==> src/rtl/azpr_uart_rx_if.sv <==
// Receive-side bundle of the AZPR UART: serial line in,
// busy/strobe/byte out.
interface azpr_uart_rx_if;
  logic       rx;
  logic       rx_busy;
  logic       rx_end;
  logic [7:0] rx_data;

  modport master (
    output rx,
    input  rx_busy,
    input  rx_end,
    input  rx_data
  );

  modport slave (
    input  rx,
    output rx_busy,
    output rx_end,
    output rx_data
  );
endinterface

==> src/rtl/azpr_uart_rx.sv <==
// AZPR UART receiver, 8N1, LSB first, centre-sampled bits.
// rx_end strobes for one cycle as rx_busy falls on a good stop bit.
module azpr_uart_rx #(
  parameter int DIV_RATE  = 260,
  parameter int DIV_CNT_W = 9
) (
  input  logic           clk,
  input  logic           reset,
  azpr_uart_rx_if.slave  bus
);

  typedef enum logic {
    IDLE,
    RX
  } state_e;

  localparam logic [DIV_CNT_W-1:0] DIV_HALF =
    DIV_CNT_W'(DIV_RATE / 2);
  localparam logic [DIV_CNT_W-1:0] DIV_FULL =
    DIV_CNT_W'(DIV_RATE - 1);
  localparam logic [DIV_CNT_W-1:0] DIV_ONE  =
    DIV_CNT_W'(1);
  localparam logic [3:0] BIT_START = 4'd0;
  localparam logic [3:0] BIT_STOP  = 4'd9;

  logic                 sync1_q;
  logic                 sync2_q;
  logic                 rx_s;
  state_e               state_q;
  logic [DIV_CNT_W-1:0] div_q;
  logic [3:0]           bit_q;
  logic                 busy_q;
  logic                 end_q;
  logic [7:0]           data_q;

  // Two-flop synchroniser; idles high so reset looks like a quiet line.
  always_ff @(posedge clk or negedge reset) begin
    if (!reset) begin
      sync1_q <= 1'b1;
      sync2_q <= 1'b1;
    end else begin
      sync1_q <= bus.rx;
      sync2_q <= sync1_q;
    end
  end

  assign rx_s = sync2_q;

  always_ff @(posedge clk or negedge reset) begin
    if (!reset) begin
      state_q <= IDLE;
      div_q   <= '0;
      bit_q   <= BIT_START;
      busy_q  <= 1'b0;
      end_q   <= 1'b0;
      data_q  <= 8'h00;
    end else begin
      end_q <= 1'b0;
      unique case (state_q)
        IDLE: begin
          if (!rx_s) begin
            state_q <= RX;
            busy_q  <= 1'b1;
            div_q   <= DIV_HALF;
            bit_q   <= BIT_START;
          end
        end
        RX: begin
          if (div_q != '0) begin
            div_q <= div_q - DIV_ONE;
          end else begin
            unique case (1'b1)
              (bit_q == BIT_START): begin
                if (!rx_s) begin
                  bit_q <= 4'd1;
                  div_q <= DIV_FULL;
                end else begin
                  state_q <= IDLE;
                  busy_q  <= 1'b0;
                end
              end
              (bit_q == BIT_STOP): begin
                state_q <= IDLE;
                busy_q  <= 1'b0;
                end_q   <= rx_s;
              end
              (bit_q != BIT_START &&
               bit_q != BIT_STOP): begin
                data_q <= {rx_s, data_q[7:1]};
                bit_q  <= bit_q + 4'd1;
                div_q  <= DIV_FULL;
              end
            endcase
          end
        end
      endcase
    end
  end

  assign bus.rx_busy = busy_q;
  assign bus.rx_end  = end_q;
  assign bus.rx_data = data_q;

endmodule

==> src/flat_wrapper.sv <==
// flat-port wrapper written by rule: the top's interface ports become plain ports
module azpr_uart_rx_flat 
#(
  parameter int DIV_RATE  = 260,
  parameter int DIV_CNT_W = 9
)
  (clk, reset, bus_rx, bus_rx_busy, bus_rx_end, bus_rx_data);
  azpr_uart_rx_if bus_i ();
  input  logic clk;
  input  logic reset;
  input wire logic [$bits(bus_i.rx)-1:0] bus_rx;
  output wire logic [$bits(bus_i.rx_busy)-1:0] bus_rx_busy;
  output wire logic [$bits(bus_i.rx_end)-1:0] bus_rx_end;
  output wire logic [$bits(bus_i.rx_data)-1:0] bus_rx_data;
  assign bus_i.rx = bus_rx;
  assign bus_rx_busy = bus_i.rx_busy;
  assign bus_rx_end = bus_i.rx_end;
  assign bus_rx_data = bus_i.rx_data;
  azpr_uart_rx #(.DIV_RATE(DIV_RATE), .DIV_CNT_W(DIV_CNT_W)) u_core (.clk(clk), .reset(reset), .bus(bus_i));
endmodule
==> config.mk <==
export PLATFORM = sky130hd
export DESIGN_NAME = azpr_uart_rx_flat
export DESIGN_NICKNAME = d
export VERILOG_FILES = /design/src/rtl/azpr_uart_rx_if.sv /design/src/rtl/azpr_uart_rx.sv /design/src/flat_wrapper.sv
export SDC_FILE = /design/constraint.sdc
export NUM_CORES = 1
export LEC_CHECK = 0
export ABC_AREA = 1
export CORE_MARGIN = 2
export CORE_UTILIZATION = 38
export DETAILED_ROUTE_END_ITERATION = 12
export PLACE_DENSITY = 0.67
export SLEW_MARGIN = 20
export SYNTH_ARGS = -nofsm -noshare
export SYNTH_HDL_FRONTEND = slang
export SYNTH_SLANG_ARGS = --single-unit
==> constraint.sdc <==
create_clock -name clk -period 1.5 [get_ports clk]
set_input_delay 0.375 -clock clk [delete_from_list [all_inputs] [get_ports clk]]
set_output_delay 0.375 -clock clk [all_outputs]
set_load 0.02 [all_outputs]
# Yosys cells after proc, flatten, opt, wreduce, memory -nomap -nowiden
# Cells that the tools add are included.
# W data, S select, Z words.
word_totals:
  reg_bits: 26
  in_bits: 3
  out_inout_bits: 10
  elab_cells: 52
op_classes:
  n_addsub: 2
  eq_ne: 10
  muxes: 22
  n_bitwise: 2
  reduce_logical: 8
ops:
  columns: ["operator", "n"]
  rows:
  - ["$pmux W9 S2", 2]
  - ["$mux W9", 3]
  - ["$pmux W4 S2", 2]
  - ["$mux W4", 3]
  - ["$ne A4 B4 Y1 const B", 3]
  - ["$ne A3 B3 Y1 const B", 3]
  - ["$reduce_bool A9 Y1", 1]
  - ["$sub A9 B1 Y9 const B", 1]
  - ["$mux W1", 8]
  - ["$pmux W1 S2", 4]
  - ["$reduce_and A4 Y1", 2]
  - ["$reduce_and A3 Y1", 2]
  - ["$add A4 B1 Y4 const B", 1]
  - ["$eq A4 B4 Y1 const B", 1]
  - ["$logic_not A4 Y1", 1]
  - ["$ne A2 B2 Y1 const B", 2]
  - ["$reduce_bool A4 Y1", 1]
  - ["$ne A3 B2 Y1 const B", 1]
  - ["$not A1 Y1", 2]
  - ["$logic_and A1 B1 Y1", 1]

# Depth between registers and ports, before layout
depth:
  depth_word: 5
  depth_mapped: 10
  depth_no_buf: 9

# Least setup slack after synthesis
# Ideal clock, no wire load.
synth_timing:
  path_type: "register to register"
  startpoint: "reg u_core.div_q[0]"
  endpoint: "reg u_core.data_q[7] (netlist: u_core.bus.rx_data[7])"
  setup_time_ns: 0.120
  arrival_time_ns: 1.376
  required_ns: 1.380
  slack_ns: 0.004
  stages_incl_launch_ff: 11
  n_path_buf: 1
  synth_period_minus_slack_ns: 1.496
  cell_sequence: "dfrtp_1 > inv_1 > ha_1 > nand2_2 > nor2_4 > nand3_4 > clkinv_2 > nand2_4 > buf_6 > nand2_1 > o21ai_2"
synth_between:
  elab_chain_cells: 3
synth_lines:
  columns: ["element", "line_no", "source"]
  rows:
  - ["start, declared", "azpr_uart_rx.sv:30", "logic [DIV_CNT_W-1:0] div_q;"]
  - ["start signal, assigned", "azpr_uart_rx.sv:70", "div_q <= div_q - DIV_ONE;"]
  - ["$reduce_bool A9 Y1", "azpr_uart_rx.sv:69", "if (div_q != '0) begin"]
  - ["$not A1 Y1 (no source line)", null, null]
  - ["$reduce_and A3 Y1 (no source line)", null, null]
  - ["end signal, assigned", "azpr_uart_rx.sv:89", "data_q <= {rx_s, data_q[7:1]};"]
  - ["end, declared", "azpr_uart_rx.sv:34", "logic [7:0] data_q;"]
# No other way between the ends.
# A chain may end at the register's enable or synchronous reset.

# Worst setup path in the final report
layout_timing:
  startpoint: "reg u_core.div_q[1]"
  endpoint: "reg u_core.div_q[4]"
layout_between:
  elab_chain_cells: 3
  elab_cells_between_ends: 7
  classes_between: "add/sub (1); eq/ne (2); mux (2); reduce/logical (2)"
layout_lines:
  columns: ["element", "line_no"]
  rows:
  - ["$sub A9 B1 Y9 or $reduce_bool A9 Y1 (tied branches)", "azpr_uart_rx.sv:70, azpr_uart_rx.sv:69"]
  - ["$mux W9 or $ne A4 B4 Y1 (tied branches)", null]
  - ["$pmux W9 S2 or $reduce_and A3 Y1 (tied branches)", null]
# Several ways; a longest one is shown, not always the timed one.

==> impl_metrics.tcl <==
set metrics [dict create \
    num_rows 21 \
    worstPathRequired_ps 1760 \
    ys_ff_latch 26 \
    cts.sinks 26 \
    hp-class "in -> async" \
    clk_pin_slew_ps 140 \
    syn_area_um2 1318 \
    antennaDiodeCount 0 \
    report.power.total_w 0.001232 \
    p_per_area_nw_per_um2 682.8 \
    syn_nets 160 \
    place_inst 220 \
    dp_slack_ps -39.40 \
    skew_ps 2.529 \
    worst_pin_slew_ps 366.2 \
    grt_max_degree 18 \
    fin_crit_sh_pct 98.69 \
    place_hpwl_um 2056 \
    synth_edf_count 0 \
    synthArstFlopShare_pct 100.0 \
    grt-ovfl-total 0 \
    finalSetupViolCount 0 \
    dieArea_um2 3954 \
    htree_levels 1 \
    drt_wl_total_um 2961 \
    rsz0062_at_grt "yes" \
    die_y_um 62.88 \
    power.leakage_nw 0.8864 \
    final.setup.tns_ps 0 \
    fin_ws_ps 19.71 \
    drtAntennaViolNets 0 \
    ios 13 \
    grt_first_pass_wirelength_um 4850 \
    ctsHoldBuffers 0 \
    portBuffers 12 \
    ys_types 23 \
    drv_cap 0 \
    report.final.slew_viol_count 0 \
    ys_seq_area_share_pct 49.57 \
    final_cells 233 \
    wl_per_cell_um 12.71 \
    critPathArrivalTime_ps 1740 \
    timing.fmax_mhz 675.5 \
    layout_common_cells "nand2_1, dfrtp_1, buf_4" \
    regToRegSetupSlack_ps 20 \
    num_vias 1125 \
    worstSkewPairLatency_ps 330 \
    cts.root.buffer_cell "clkbuf_4" \
    initial_core_util_pct 39.48 \
    ys.flop_type "dfrtp_1" \
    netlist_instances 153 \
    min_period_ps 1480 \
    vias_per_cell 4.828 \
    first_iter_violations 25 \
    cts_buffer_depth 2 \
    grt.total_usage_pct 15.57 \
    setup.worst_path.start_class "flop" \
    die_x_um 62.88 \
    route.detailed.drc 0 \
    end_kind "flop" \
    dr.pass1.iters 4 \
    cts_tree "built" \
    path_max_fanout 6 \
    final_util_pct 54.07 \
    antenna_found_initial 0 \
    hold_violations 0 \
    mostFrequentLayoutCell "nand2_1" \
    criticalPathCategory "reg -> reg" \
    slew-limit-headroom_pct 75.59 \
    cts_buffers 3 \
    drive_gt1_share_pct 34.76 \
    syn2layout_area_growth_pct 36.94 \
    grt_pass1_vias 1101 \
    final_nets 195 \
    status "completed" \
    core_area_um2 3337 \
    vdd_drop_max_v 0.0006278 \
    synth.avg_cell_area_um2 8.611 \
    gp_congestion 0.8610 \
    synth-warning-count 0 \
]
[path summary, 6_finish.rpt]
path	start	to	cells after the start
setup / recovery	u_core.div_q[1]$_DFFE_PN0P_	u_core.div_q[4]$_DFFE_PN0P_	9
setup reg to reg	u_core.div_q[1]$_DFFE_PN0P_	u_core.div_q[4]$_DFFE_PN0P_	9
hold / removal	reset	u_core.div_q[6]$_DFFE_PN0P_	2
min in group clk	u_core.sync1_q$_DFF_PN1_	u_core.rx_s$_DFF_PN1_	0
hold reg to reg	u_core.sync1_q$_DFF_PN1_	u_core.rx_s$_DFF_PN1_	0
max in group asynchronous	reset	u_core.rx_s$_DFF_PN1_	2
[Yosys cell counts (all sizes together), types with 2 or more instances]
master / instances / share of area (%)
xor2: 6 / 4.0
dfrtp: 24 / 46
nand3: 17 / 7.4
dfstp: 2 / 4.0
a21oi: 3 / 2.0
ha: 4 / 3.8
o21ai: 14 / 6.2
nor2: 12 / 4.2
nand2: 45 / 14
inv: 20 / 5.7
nand4: 2 / 0.95
[logic make-up (layout without fill, tap and decap cells)]
group                    count (synthesis)  count (layout)  share of synthesized area, %
AO/OA/AOI/OAI                           17              17                         8.168
XOR/XNOR                                 7               7                         4.653
adder cells (fa/ha/maj)                  4               4                         3.799
buffers and inverters                   22              55                         6.932
flip-flops                              26              26                         49.57
AND/OR/NAND/NOR                         77              78                         26.88
[final cells by class]
cell class / count / area [um^2]
Timing Repair Buffer: 30 / 249.0
Clock inverter: 1 / 30.03
Multi-Input combinational cell: 106 / 699.4
Sequential cell: 26 / 654.4
Tap cell: 46 / 57.56
Clock buffer: 3 / 22.52
Fill cell: 287 / 1533
Inverter: 21 / 91.34
[worst max-delay path, cell delays in order (launching register included)]
cell and delay (ps):
dfrtp_1 410, inv_2 80, ha_4 150, nand2_4 50, nor2_4 130, nand3_4 160
nand2_4 150, buf_6 120, nand3_1 60, o21ai_1 80
[what timing repair did]
item | 4_1_cts | 5_1_grt
buffers inserted | 1 | 7
gates cloned | 0 | 1
gates resized for setup | 15 | 45
endpoints found under the hold margin | 0 | 0
pin swaps | 1 | 11
endpoints found under the setup margin | 19 | 25
[stage by stage]
stage	cell area [um^2]	hold WS [ps]
after floorplan	1318	79.41
after global placement	1559	345.7
after detailed placement	1559	346.8
after CTS	1625	357.0
after global routing	1804	358.6
final	1804	356.7
[flip-flops by register name, indices dropped and copies added, names as in the netlist]
register,cells
u_core.bus.rx_end,1
u_core.div_q,9
u_core.bus.rx_busy,1
u_core.state_q,1
u_core.bit_q,4
u_core.sync1_q,1
u_core.rx_s,1
u_core.bus.rx_data,8
[metal layers]
layer / up-vias / GRT usage, % / share of wire (%)
met4: 0 / 8.889 / 3.0
met2: 15 / 26.46 / 54
met3: 8 / 2.883 / 2.5
li1: 552 / - / -
met1: 550 / 18.32 / 40
met5: - / 0 / 0
[power by group]
group          switching (W)  internal [W]
Combinational      0.0000261     0.0000115
Clock               0.000217      0.000271
Sequential        0.00000106      0.000706
Power figures use the tool's default switching activity.
